$ cat src/rtl/cluster_pkg.sv
// Shared decode types and helpers for the cluster issue path.
package cluster_pkg;

  localparam logic [6:0] OP_R      = 7'b0110011;
  localparam logic [6:0] OP_LOAD   = 7'b0000011;
  localparam logic [6:0] OP_IMM    = 7'b0010011;
  localparam logic [6:0] OP_JALR   = 7'b1100111;
  localparam logic [6:0] OP_STORE  = 7'b0100011;
  localparam logic [6:0] OP_BRANCH = 7'b1100011;
  localparam logic [6:0] OP_LUI    = 7'b0110111;
  localparam logic [6:0] OP_AUIPC  = 7'b0010111;
  localparam logic [6:0] OP_JAL    = 7'b1101111;

  typedef struct packed {
    logic [4:0] rd;
    logic [4:0] rs1;
    logic [4:0] rs2;
    logic       has_rd;
    logic       has_rs1;
    logic       has_rs2;
    logic       is_ctrl;
  } reg_dec_t;

  function automatic reg_dec_t reg_decode(input logic [31:0] instr);
    reg_dec_t d;
    d.rd      = instr[11:7];
    d.rs1     = instr[19:15];
    d.rs2     = instr[24:20];
    d.has_rd  = 1'b0;
    d.has_rs1 = 1'b0;
    d.has_rs2 = 1'b0;
    d.is_ctrl = 1'b0;
    case (instr[6:0])
      OP_R: begin
        d.has_rd  = 1'b1;
        d.has_rs1 = 1'b1;
        d.has_rs2 = 1'b1;
      end
      OP_LOAD, OP_IMM: begin
        d.has_rd  = 1'b1;
        d.has_rs1 = 1'b1;
      end
      OP_JALR: begin
        d.has_rd  = 1'b1;
        d.has_rs1 = 1'b1;
        d.is_ctrl = 1'b1;
      end
      OP_STORE: begin
        d.has_rs1 = 1'b1;
        d.has_rs2 = 1'b1;
      end
      OP_BRANCH: begin
        d.has_rs1 = 1'b1;
        d.has_rs2 = 1'b1;
        d.is_ctrl = 1'b1;
      end
      OP_LUI, OP_AUIPC: d.has_rd = 1'b1;
      OP_JAL: begin
        d.has_rd  = 1'b1;
        d.is_ctrl = 1'b1;
      end
      default: ;
    endcase
    return d;
  endfunction

endpackage

$ cat src/rtl/issue_fifo.sv
// Issue-queue storage: circular FIFO with occupancy count and synchronous flush.
module issue_fifo #(
  parameter int unsigned Width = 64,
  parameter int unsigned Depth = 4,
  localparam int unsigned CntW = $clog2(Depth + 1),
  localparam int unsigned PtrW = $clog2(Depth)
) (
  input  logic             clk,
  input  logic             reset,
  input  logic             flush,
  input  logic             push,
  input  logic [Width-1:0] wdata,
  input  logic             pop,
  output logic [Width-1:0] rdata,
  output logic [CntW-1:0]  count,
  output logic             empty,
  output logic             full
);

  logic [Width-1:0] mem_q [Depth];
  logic [PtrW-1:0]  wr_ptr_q, rd_ptr_q;
  logic [CntW-1:0]  count_q;
  logic             do_push, do_pop;

  assign empty   = (count_q == '0);
  assign full    = (count_q == CntW'(Depth));
  assign do_push = push && !full && !flush;
  assign do_pop  = pop && !empty && !flush;
  assign rdata   = mem_q[rd_ptr_q];
  assign count   = count_q;

  always_ff @(posedge clk or negedge reset) begin
    if (!reset) begin
      wr_ptr_q <= '0;
      rd_ptr_q <= '0;
      count_q  <= '0;
    end else if (flush) begin
      wr_ptr_q <= '0;
      rd_ptr_q <= '0;
      count_q  <= '0;
    end else begin
      if (do_push) wr_ptr_q <= wr_ptr_q + PtrW'(1);
      if (do_pop)  rd_ptr_q <= rd_ptr_q + PtrW'(1);
      case ({do_push, do_pop})
        2'b10:   count_q <= count_q + CntW'(1);
        2'b01:   count_q <= count_q - CntW'(1);
        default: ;
      endcase
    end
  end

  // Payload needs no reset: entries are only read while count_q says they are valid.
  always_ff @(posedge clk) begin
    if (do_push) mem_q[wr_ptr_q] <= wdata;
  end

endmodule

$ cat src/rtl/cluster_issue_scheduler.sv
// In-order single-issue scheduler for the PE cluster with per-PE destination scoreboard.
// ISSUE_CPL_BYPASS_EN: when defined, completions feed the same-cycle issue decision.
module cluster_issue_scheduler
  import cluster_pkg::*;
#(
  parameter int unsigned NUM_PE = 4,
  parameter int unsigned QDEPTH = 4,
  localparam int unsigned CntW = $clog2(QDEPTH + 1),
  localparam int unsigned PeW  = (NUM_PE > 1) ? $clog2(NUM_PE) : 1
) (
  input  logic                 clk,
  input  logic                 reset,
  input  logic                 in_valid,
  output logic                 in_ready,
  input  logic [31:0]          in_instr,
  input  logic [31:0]          in_pc,
  input  logic                 flush,
  input  logic [NUM_PE-1:0]    execution_complete,
  output logic [NUM_PE-1:0]    issue_valid,
  output logic [NUM_PE*32-1:0] instruction_outPE,
  output logic [NUM_PE*32-1:0] PCinPE,
  output logic [CntW-1:0]      q_count,
  output logic                 hazard_stall
);

  logic [63:0]       head;
  logic              head_empty, q_full;
  logic              ready_q;
  logic [NUM_PE-1:0] busy_q, busy_d, eff_busy;
  logic [NUM_PE-1:0] iv_q, iv_d;
  logic [4:0]        rd_q [NUM_PE];
  logic [31:0]       instr_q [NUM_PE];
  logic [31:0]       pc_q [NUM_PE];
  logic              ctrl_q, ctrl_d, eff_ctrl;
  logic [PeW-1:0]    ctrl_pe_q, ctrl_pe_d;
  logic              hazard, any_free, issue;
  logic [PeW-1:0]    sel;
  reg_dec_t          dec;

  // ready_q keeps in_ready low until the first edge after reset release.
  assign in_ready = ready_q && !q_full && !flush;

  issue_fifo #(
    .Width (64),
    .Depth (QDEPTH)
  ) u_fifo (
    .clk   (clk),
    .reset (reset),
    .flush (flush),
    .push  (in_valid && in_ready),
    .wdata ({in_instr, in_pc}),
    .pop   (issue),
    .rdata (head),
    .count (q_count),
    .empty (head_empty),
    .full  (q_full)
  );

  assign dec = reg_decode(head[63:32]);

`ifdef ISSUE_CPL_BYPASS_EN
  assign eff_busy = busy_q & ~execution_complete;
  assign eff_ctrl = ctrl_q && !execution_complete[ctrl_pe_q];
`else
  assign eff_busy = busy_q;
  assign eff_ctrl = ctrl_q;
`endif

  // Lowest free PE wins; x0 destinations are stored as 0 so they never match.
  always_comb begin
    hazard   = 1'b0;
    any_free = 1'b0;
    sel      = '0;
    for (int p = NUM_PE - 1; p >= 0; p--) begin
      if (!eff_busy[p]) begin
        any_free = 1'b1;
        sel      = PeW'(p);
      end else if (rd_q[p] != 5'd0) begin
        if ((dec.has_rd  && dec.rd  == rd_q[p]) ||
            (dec.has_rs1 && dec.rs1 == rd_q[p]) ||
            (dec.has_rs2 && dec.rs2 == rd_q[p])) begin
          hazard = 1'b1;
        end
      end
    end
  end

  assign issue        = !flush && !head_empty && any_free && !eff_ctrl && !hazard;
  assign hazard_stall = !head_empty && !issue;

  always_comb begin
    busy_d    = busy_q & ~execution_complete;
    ctrl_d    = ctrl_q;
    ctrl_pe_d = ctrl_pe_q;
    iv_d      = '0;
    if (ctrl_q && execution_complete[ctrl_pe_q]) ctrl_d = 1'b0;
    if (issue) begin
      busy_d[sel] = 1'b1;
      iv_d[sel]   = 1'b1;
      if (dec.is_ctrl) begin
        ctrl_d    = 1'b1;
        ctrl_pe_d = sel;
      end
    end
    if (flush) ctrl_d = 1'b0;
  end

  always_ff @(posedge clk or negedge reset) begin
    if (!reset) begin
      ready_q   <= 1'b0;
      busy_q    <= '0;
      iv_q      <= '0;
      ctrl_q    <= 1'b0;
      ctrl_pe_q <= '0;
      for (int p = 0; p < NUM_PE; p++) begin
        rd_q[p]    <= '0;
        instr_q[p] <= '0;
        pc_q[p]    <= '0;
      end
    end else begin
      ready_q   <= 1'b1;
      busy_q    <= busy_d;
      iv_q      <= iv_d;
      ctrl_q    <= ctrl_d;
      ctrl_pe_q <= ctrl_pe_d;
      if (issue) begin
        rd_q[sel]    <= dec.has_rd ? dec.rd : 5'd0;
        instr_q[sel] <= head[63:32];
        pc_q[sel]    <= head[31:0];
      end
    end
  end

  assign issue_valid = iv_q;

  always_comb begin
    instruction_outPE = '0;
    PCinPE            = '0;
    for (int p = 0; p < NUM_PE; p++) begin
      instruction_outPE[p*32 +: 32] = instr_q[p];
      PCinPE[p*32 +: 32]            = pc_q[p];
    end
  end

endmodule

$ cat config.mk
export PLATFORM = sky130hd
export DESIGN_NAME = cluster_issue_scheduler
export DESIGN_NICKNAME = d
export VERILOG_FILES = /design/src/rtl/cluster_pkg.sv /design/src/rtl/issue_fifo.sv /design/src/rtl/cluster_issue_scheduler.sv
export SDC_FILE = /design/constraint.sdc
export NUM_CORES = 1
export LEC_CHECK = 0
export ABC_AREA = 1
export BUFFER_PORTS_ARGS = -buffer_cell sky130_fd_sc_hd__buf_2
export CAP_MARGIN = 20
export CORE_MARGIN = 8
export CORE_UTILIZATION = 55
export CTS_BUF_LIST = sky130_fd_sc_hd__clkbuf_8
export DETAILED_ROUTE_END_ITERATION = 6
export GPL_ROUTABILITY_DRIVEN = 0
export GPL_TIMING_DRIVEN = 0
export PLACE_DENSITY_LB_ADDON = 0.3
export SLEW_MARGIN = 20
export SYNTH_ARGS = -nofsm -noshare
export SYNTH_HDL_FRONTEND = slang
export SYNTH_SLANG_ARGS = --single-unit
$ cat constraint.sdc
create_clock -name clk -period 4.48 [get_ports clk]
set_input_delay 0.224 -clock clk [delete_from_list [all_inputs] [get_ports clk]]
set_output_delay 0.224 -clock clk [all_outputs]
set_load 0.005 [all_outputs]
* After elaboration in Yosys (flattened, before gate mapping) *
Memory sizes are Yosys's and may differ from the RTL's.
Index checks and enable logic that the tools add are counted.

storage, ports and cells
  register bits = 295
  RAM bits = 256
  input port bits = 72
  logic and storage cells = 162
  memories = 1

memory list
  name          depth  bits a word  read ports  clocked after Yosys merged registers in  wr ports  line              source
  u_fifo.mem_q  4      64           1           0                                        1         issue_fifo.sv:20  logic [Width-1:0] mem_q [Depth];

cells by class
  $add $sub $neg = 4
  order comparisons = 5
  equality and inequality tests = 24
  mux-type cells = 50
  bitwise operators = 4
  reduce and logical (&&, ||, !) cells = 54

operators by type and width
  operator                                                    count
  bitwise mux 128 bit                                         2
  demux 32 bit (select 2 bit)                                 1
  equality test 5 bit                                         12
  2-to-1 mux 32 bit                                           1
  2-to-1 mux 1 bit                                            28
  logical AND 1 bit                                           27
  equality test 7 x 6 -> 1 bit, second input constant         3
  equality test 7 bit, second input constant                  3
  bitwise mux 20 bit                                          1
  nonzero test 5 bit                                          4
  2-to-1 mux 2 bit                                            8
  equality test 7 x 5 -> 1 bit, second input constant         2
  demux 5 bit (select 2 bit)                                  1
  2-to-1 mux 5 bit                                            2
  logical OR 1 bit                                            8
  2-to-1 mux 4 bit                                            2
  equality test 7 x 2 -> 1 bit, second input constant         1
  OR reduction 7 bit                                          1
  logical NOT 1 bit                                           6
  less-than comparator 2 x 3 -> 1 bit, second input constant  2
  one-hot mux 3 bit (2 select lines)                          1
  OR reduction 3 bit                                          2
  OR reduction 6 bit                                          1
  adder 2 x 1 -> 2 bit, second input constant                 2
  19 further kinds                                            20

* Longest topological paths before layout *
An unclocked memory read counts as a cell.

  depth after elaboration = 26
  mapped depth = 25

* Hierarchy *
A second synthesis with hierarchy kept.

unflattened totals
  cells, all modules = 2186
  area total of the unflattened synthesis = 23104.7 µm²

by module, submodules not included
  module                   times used  cells each  area each (µm²)  seq. area each (µm²)
  cluster_issue_scheduler  1           1501        13133.8          7206.9
  issue_fifo               1           685         9970.8           7862.5

* Least setup slack after synthesis *
No wires, ideal clock.

  path kind = register to register
  start point = reg u_fifo.count_q[0] (netlist: u_fifo.count[0])
  end point = mem u_fifo.mem_q[0][0], enable pin
  setup time = 0.487 ns
  arrival time = 3.565 ns
  data required time = 3.993 ns
  slack = 0.428 ns
  cell stages (with the launch flop) = 5
  buffers on the path = 0
  period minus slack after synthesis = 4.052 ns
  cell sequence = dfrtp_1 -> nor2_1 -> a21oi_1 -> nand2_1 -> nor2_1

between the ends
  cells in the longest elaborated chain, start to end = 9

ends and longest elaborated chain
  item                                    line                           source
  from (decl)                             issue_fifo.sv:22               logic [CntW-1:0] count_q;
  from (signal assigned)                  issue_fifo.sv:45               2'b10: count_q <= count_q + CntW'(1);
  from (signal assigned)                  issue_fifo.sv:46               2'b01: count_q <= count_q - CntW'(1);
  equality test 3 bit                     issue_fifo.sv:26               assign full = (count_q == CntW'(Depth));
  logical NOT 1 bit                       cluster_issue_scheduler.sv:41  assign in_ready = ready_q && !q_full && !flush;
  logical AND 1 bit (2 in a row)          cluster_issue_scheduler.sv:41
  net in_ready                            cluster_issue_scheduler.sv:14  output logic in_ready,
  logical AND 1 bit                       cluster_issue_scheduler.sv:50  .push (in_valid && in_ready),
  logical AND 1 bit (2 in a row)          issue_fifo.sv:27               assign do_push = push && !full && !flush;
  2-to-1 mux 1 bit                        issue_fifo.sv:54               if (do_push) mem_q[wr_ptr_q] <= wdata;
  2-to-1 mux 1 bit (implied by the code)  issue_fifo.sv:54
  to (decl)                               issue_fifo.sv:20

The timed path passes the listed nets, and every way through them passes these cells.

* Worst setup path after layout *
  start point = reg u_fifo.rd_ptr_q[1]
  end point = out hazard_stall

between the ends
  cells in the longest elaborated chain, start to end = 23
  elaborated cells between the ends (all ways) = 64
  those cells by class = eq/ne (21); mux (15); reduce/logical (27); memory (1)

ends and longest elaborated chain
  item                                                                       line                                                          source
  from (decl)                                                                issue_fifo.sv:21                                              logic [PtrW-1:0] wr_ptr_q, rd_ptr_q;
  from (signal assigned)                                                     issue_fifo.sv:43                                              if (do_pop) rd_ptr_q <= rd_ptr_q + PtrW'(1);
  memory read (4 x 64 bit) *                                                 -
  equality test 7 bit (tied with other cells)                                cluster_pkg.sv:33                                             case (instr[6:0])
  OR reduction 7 bit (no line) / OR reduction 6 bit (equally long branches)  -
  2-to-1 mux 1 bit                                                           cluster_pkg.sv:33
  logical AND 1 bit, on equally long branches                                cluster_issue_scheduler.sv:79, cluster_issue_scheduler.sv:80
  logical OR 1 bit                                                           cluster_issue_scheduler.sv:79                                 if ((dec.has_rd && dec.rd == rd_q[p]) ||
  logical OR 1 bit                                                           cluster_issue_scheduler.sv:80                                 (dec.has_rs1 && dec.rs1 == rd_q[p]) ||
  2-to-1 mux 1 bit                                                           cluster_issue_scheduler.sv:79
  (+7 left out)                                                              -
  2-to-1 mux 1 bit                                                           cluster_issue_scheduler.sv:75                                 if (!eff_busy[p]) begin
  2-to-1 mux 1 bit                                                           cluster_issue_scheduler.sv:79
  2-to-1 mux 1 bit                                                           cluster_issue_scheduler.sv:78                                 end else if (rd_q[p] != 5'd0) begin
  2-to-1 mux 1 bit *                                                         cluster_issue_scheduler.sv:75
  logical NOT 1 bit *                                                        cluster_issue_scheduler.sv:88                                 assign issue = !flush && !head_empty && any_free && !eff_ctrl && !hazard;
  logical AND 1 bit *                                                        cluster_issue_scheduler.sv:88
  logical NOT 1 bit *                                                        cluster_issue_scheduler.sv:89                                 assign hazard_stall = !head_empty && !issue;
  logical AND 1 bit *                                                        cluster_issue_scheduler.sv:89
  to (decl)                                                                  cluster_issue_scheduler.sv:23                                 output logic hazard_stall

Mark *: on every way between the ends. The rest lies on a longest branch, timed or not.

==> impl_metrics.json <==
{
  "syn_area_mm2": 0.0221,
  "syn_area_per_cell_um2": 10.7,
  "regArea_mm2": 0.0151,
  "crit_path_end_kind": "primary output",
  "clock-sinks": 551,
  "cp.required_ps": 4260,
  "synth_fp_nets": 2136,
  "ys_types": 35,
  "rows": 73,
  "synth_warnings": 0,
  "place.port_buffers": 336,
  "grt_first_pass_wirelength_um": 101000,
  "synth_cells": 2059,
  "grt_pass1_vias": 17400,
  "rsz0062_at_grt": "no",
  "path_class": "reg -> out",
  "synthFlopType": "dfrtp_1",
  "vias": 17500,
  "die_x_um": 216,
  "leakagePower_nw": 12.9,
  "cp.arrival_ps": 3510,
  "hp-class": "in -> async",
  "ctsLongestPathBuffers": 3,
  "slew_headroom_pct": 39.8,
  "first_iter_violations": 1907,
  "grt_util_all_layers_pct": 27.7,
  "start_util_pct": 55.7,
  "routedWlPerCell_um": 20.9,
  "drv_slew": 0,
  "clock_skew_ps": 31.7,
  "synth_top_area_share_pct": 34.8,
  "clk_latency_ps": 660,
  "r2r_setup_slack_ps": 810,
  "die_area_mm2": 0.0468,
  "grt_util_met1_pct": 37.4,
  "async_flop_share_pct": 53.5,
  "fmax_mhz": 268,
  "worst-path-max-fanout": 10,
  "status": "complete, no violations",
  "fillers": 2958,
  "ys_ff_latch": 551,
  "routed_wl_um": 66300,
  "total_power_mw": 16.4,
  "ios": 337,
  "multiInputGateArea_mm2": 0.00615,
  "drc": 0,
  "cts_tree": "done",
  "grt_use_met3_pct": 6.27,
  "routed_via_density": 5.51,
  "yosysTopAreaCell": "edfxtp_1",
  "clk_root_buffer_cell": "clkbuf_8",
  "synth_common_cells": "nand2_1 (786), dfrtp_1 (295), edfxtp_1 (256)",
  "core_area_mm2": 0.0396,
  "gr-max-usage-layer": "met2",
  "post_cts_resized": 0,
  "cts_buffers": 86,
  "nets": 2647,
  "synth_edf_count": 256,
  "ant_nets": 0,
  "peakVddDrop_mv": 0.319,
  "place_hpwl_um": 45500,
  "fin_crit_ps": 3730,
  "grt_max_degree": 102,
  "met2_usage_pct": 43.0,
  "hold_viol_final": 0,
  "seq_area_frac_synth_pct": 68.3,
  "antenna_found_initial": 6,
  "setup_viol": 0,
  "grt.overflow.total": 0,
  "synth_area_leaders": "edfxtp_1 (35%), dfrtp_1 (33%), nand2_1 (13%), o21ai_0 (3.9%), nor2_1 (2.1%)",
  "utilization_pct": 68.6,
  "cap_violations": 0,
  "synth_most_common_cell": "nand2_1",
  "drive_gt1_share_pct": 21.4,
  "startpoint_type": "register",
  "path_clk_slew_ps": 60,
  "htree_levels": 3,
  "tightest_slew_ps": 900,
  "die_height_um": 216,
  "cellPowerDensity_mw_per_mm2": 603,
  "period_share_pct": 83.3,
  "first_pass_iters": 6,
  "area_delta_synth_final_pct": 23.3
}
==> metal layers <==
metal | share of wire [%] | wire length [um] | up-vias
met2 | 47 | 31000 | 933
met1 | 40 | 26700 | 8531
met4 | 3.6 | 2360 | 2
met3 | 9.4 | 6210 | 140
met5 | 0.026 | 17 | -
li1 | - | - | 7865
==> area by class of cell <==
| cell class | instances | area share [%] |
|---|---|---|
| Antenna cell | 4 | 0.0368 |
| Clock inverter | 63 | 1.15 |
| Timing Repair Buffer | 423 | 10.3 |
| Inverter | 52 | 0.754 |
| Buffer | 101 | 2.47 |
| Clock buffer | 97 | 4.91 |
| Tap cell | 525 | 2.41 |
| Multi-Input combinational cell | 1355 | 22.6 |
| Sequential cell | 551 | 55.4 |
==> layout by cell type (no fill, tap or decap), types with 2 or more instances in the layout <==
cell | synthesis | routed
xor2_1 | 53 | 53
o21ai_0 | 171 | 171
clkinv_1 | 0 | 13
clkbuf_8 | 0 | 97
buf_6 | 33 | 33
nor3_1 | 3 | 3
o21ai_1 | 37 | 37
dlygate4sd3_1 | 0 | 72
nand3_4 | 4 | 4
nand3_1 | 84 | 84
buf_12 | 0 | 4
dfrtp_1 | 295 | 295
ha_1 | 4 | 4
inv_8 | 1 | 2
o22ai_1 | 42 | 42
nand2_2 | 22 | 22
diode_2 | 0 | 4
inv_2 | 4 | 4
nor3_4 | 4 | 4
nand2_1 | 786 | 786
nor2_4 | 0 | 4
buf_2 | 16 | 351
nand4_1 | 7 | 7
clkinv_2 | 0 | 11
clkinvlp_4 | 0 | 3
inv_1 | 46 | 78
edfxtp_1 | 256 | 256
buf_4 | 7 | 7
a21oi_1 | 3 | 3
clkbuf_1 | 45 | 45
nor2_1 | 124 | 120
buf_16 | 0 | 11
==> flip-flops by register name, indices dropped and copies added, names as in the netlist <==
register and flops:
u_fifo.rd_ptr_q 2, instruction_outPE 128, u_fifo.count 3, u_fifo.wr_ptr_q 2, issue_valid 4, u_fifo.mem_q 256, ready_q 1, rd_q 20
ctrl_q 1, busy_q 4, PCinPE 128, ctrl_pe_q 2
==> worst max-delay path: stages, from the launching register on <==
cell and delay, ps:
dfrtp_1 320, buf_2 220, clkbuf_1 450, nand3_1 160, nand2_2 320, xor2_1 190
nand3_1 80, nor2_1 110, nand2_1 60, nand3_1 90, nand2_1 50, nand2_1 60
inv_2 70, nand2_8 150, inv_8 70, nor2_1 240, buf_2 180
==> power breakdown <==
part / total, mW / internal, mW / switching, mW / leakage [nW]
combinational: 5.23 / 1.91 / 3.32 / 5.84
sequential: 7.16 / 6.42 / 0.732 / 6.15
clock: 4.04 / 2.06 / 1.98 / 0.963
==> what timing repair did <==
item                                   CTS  global route
buffers inserted                         0             0
hold buffers                            72             0
endpoints found under the hold margin  475             0
==> path summary, 6_finish.rpt <==
kind / start / end / cells past startpoint
worst max-delay path: u_fifo.rd_ptr_q[1] / hazard_stall / 16
worst min-delay path: reset / instruction_outPE[29] / 3
worst max register to register: u_fifo.rd_ptr_q[1] / instruction_outPE[118] / 17
worst min register to register: PCinPE[3] / PCinPE[3] / 2
max in group asynchronous: reset / PCinPE[0] / 3
min in group clk: in_pc[1] / u_fifo.mem_q[2][1] / 2
==> through the flow <==
stage | worst slack (ps) | instances | TNS (ps) | cell area (um2) | hold WS [ps]
2_1_floorplan | 428 | 2059 | 0 | 22100 | -71.6
3_3_place_gp | -2140 | 2920 | -1156830 | 24400 | 428
3_5_place_dp | 850 | 2935 | 0 | 24800 | 53.9
4_1_cts | 719 | 3167 | 0 | 27200 | 184
5_1_grt | 539 | 3171 | 0 | 27200 | 215
6_report | 746 | 3171 | 0 | 27200 | 157
==> cell families (layout without fill, tap and decap cells) <==
family	Yosys count	after routing	share of synthesized area [%]
simple gates	1038	1038	19.1
flops	551	551	68.3
compound gates	256	256	6.09
buf+inv	153	736	3.98
xor+xnor	54	54	2.14
fa+ha+maj	5	5	0.317
other cells	1	5	0.0170
mux	1	1	0.0454
(Power assumes the default switching activity.)
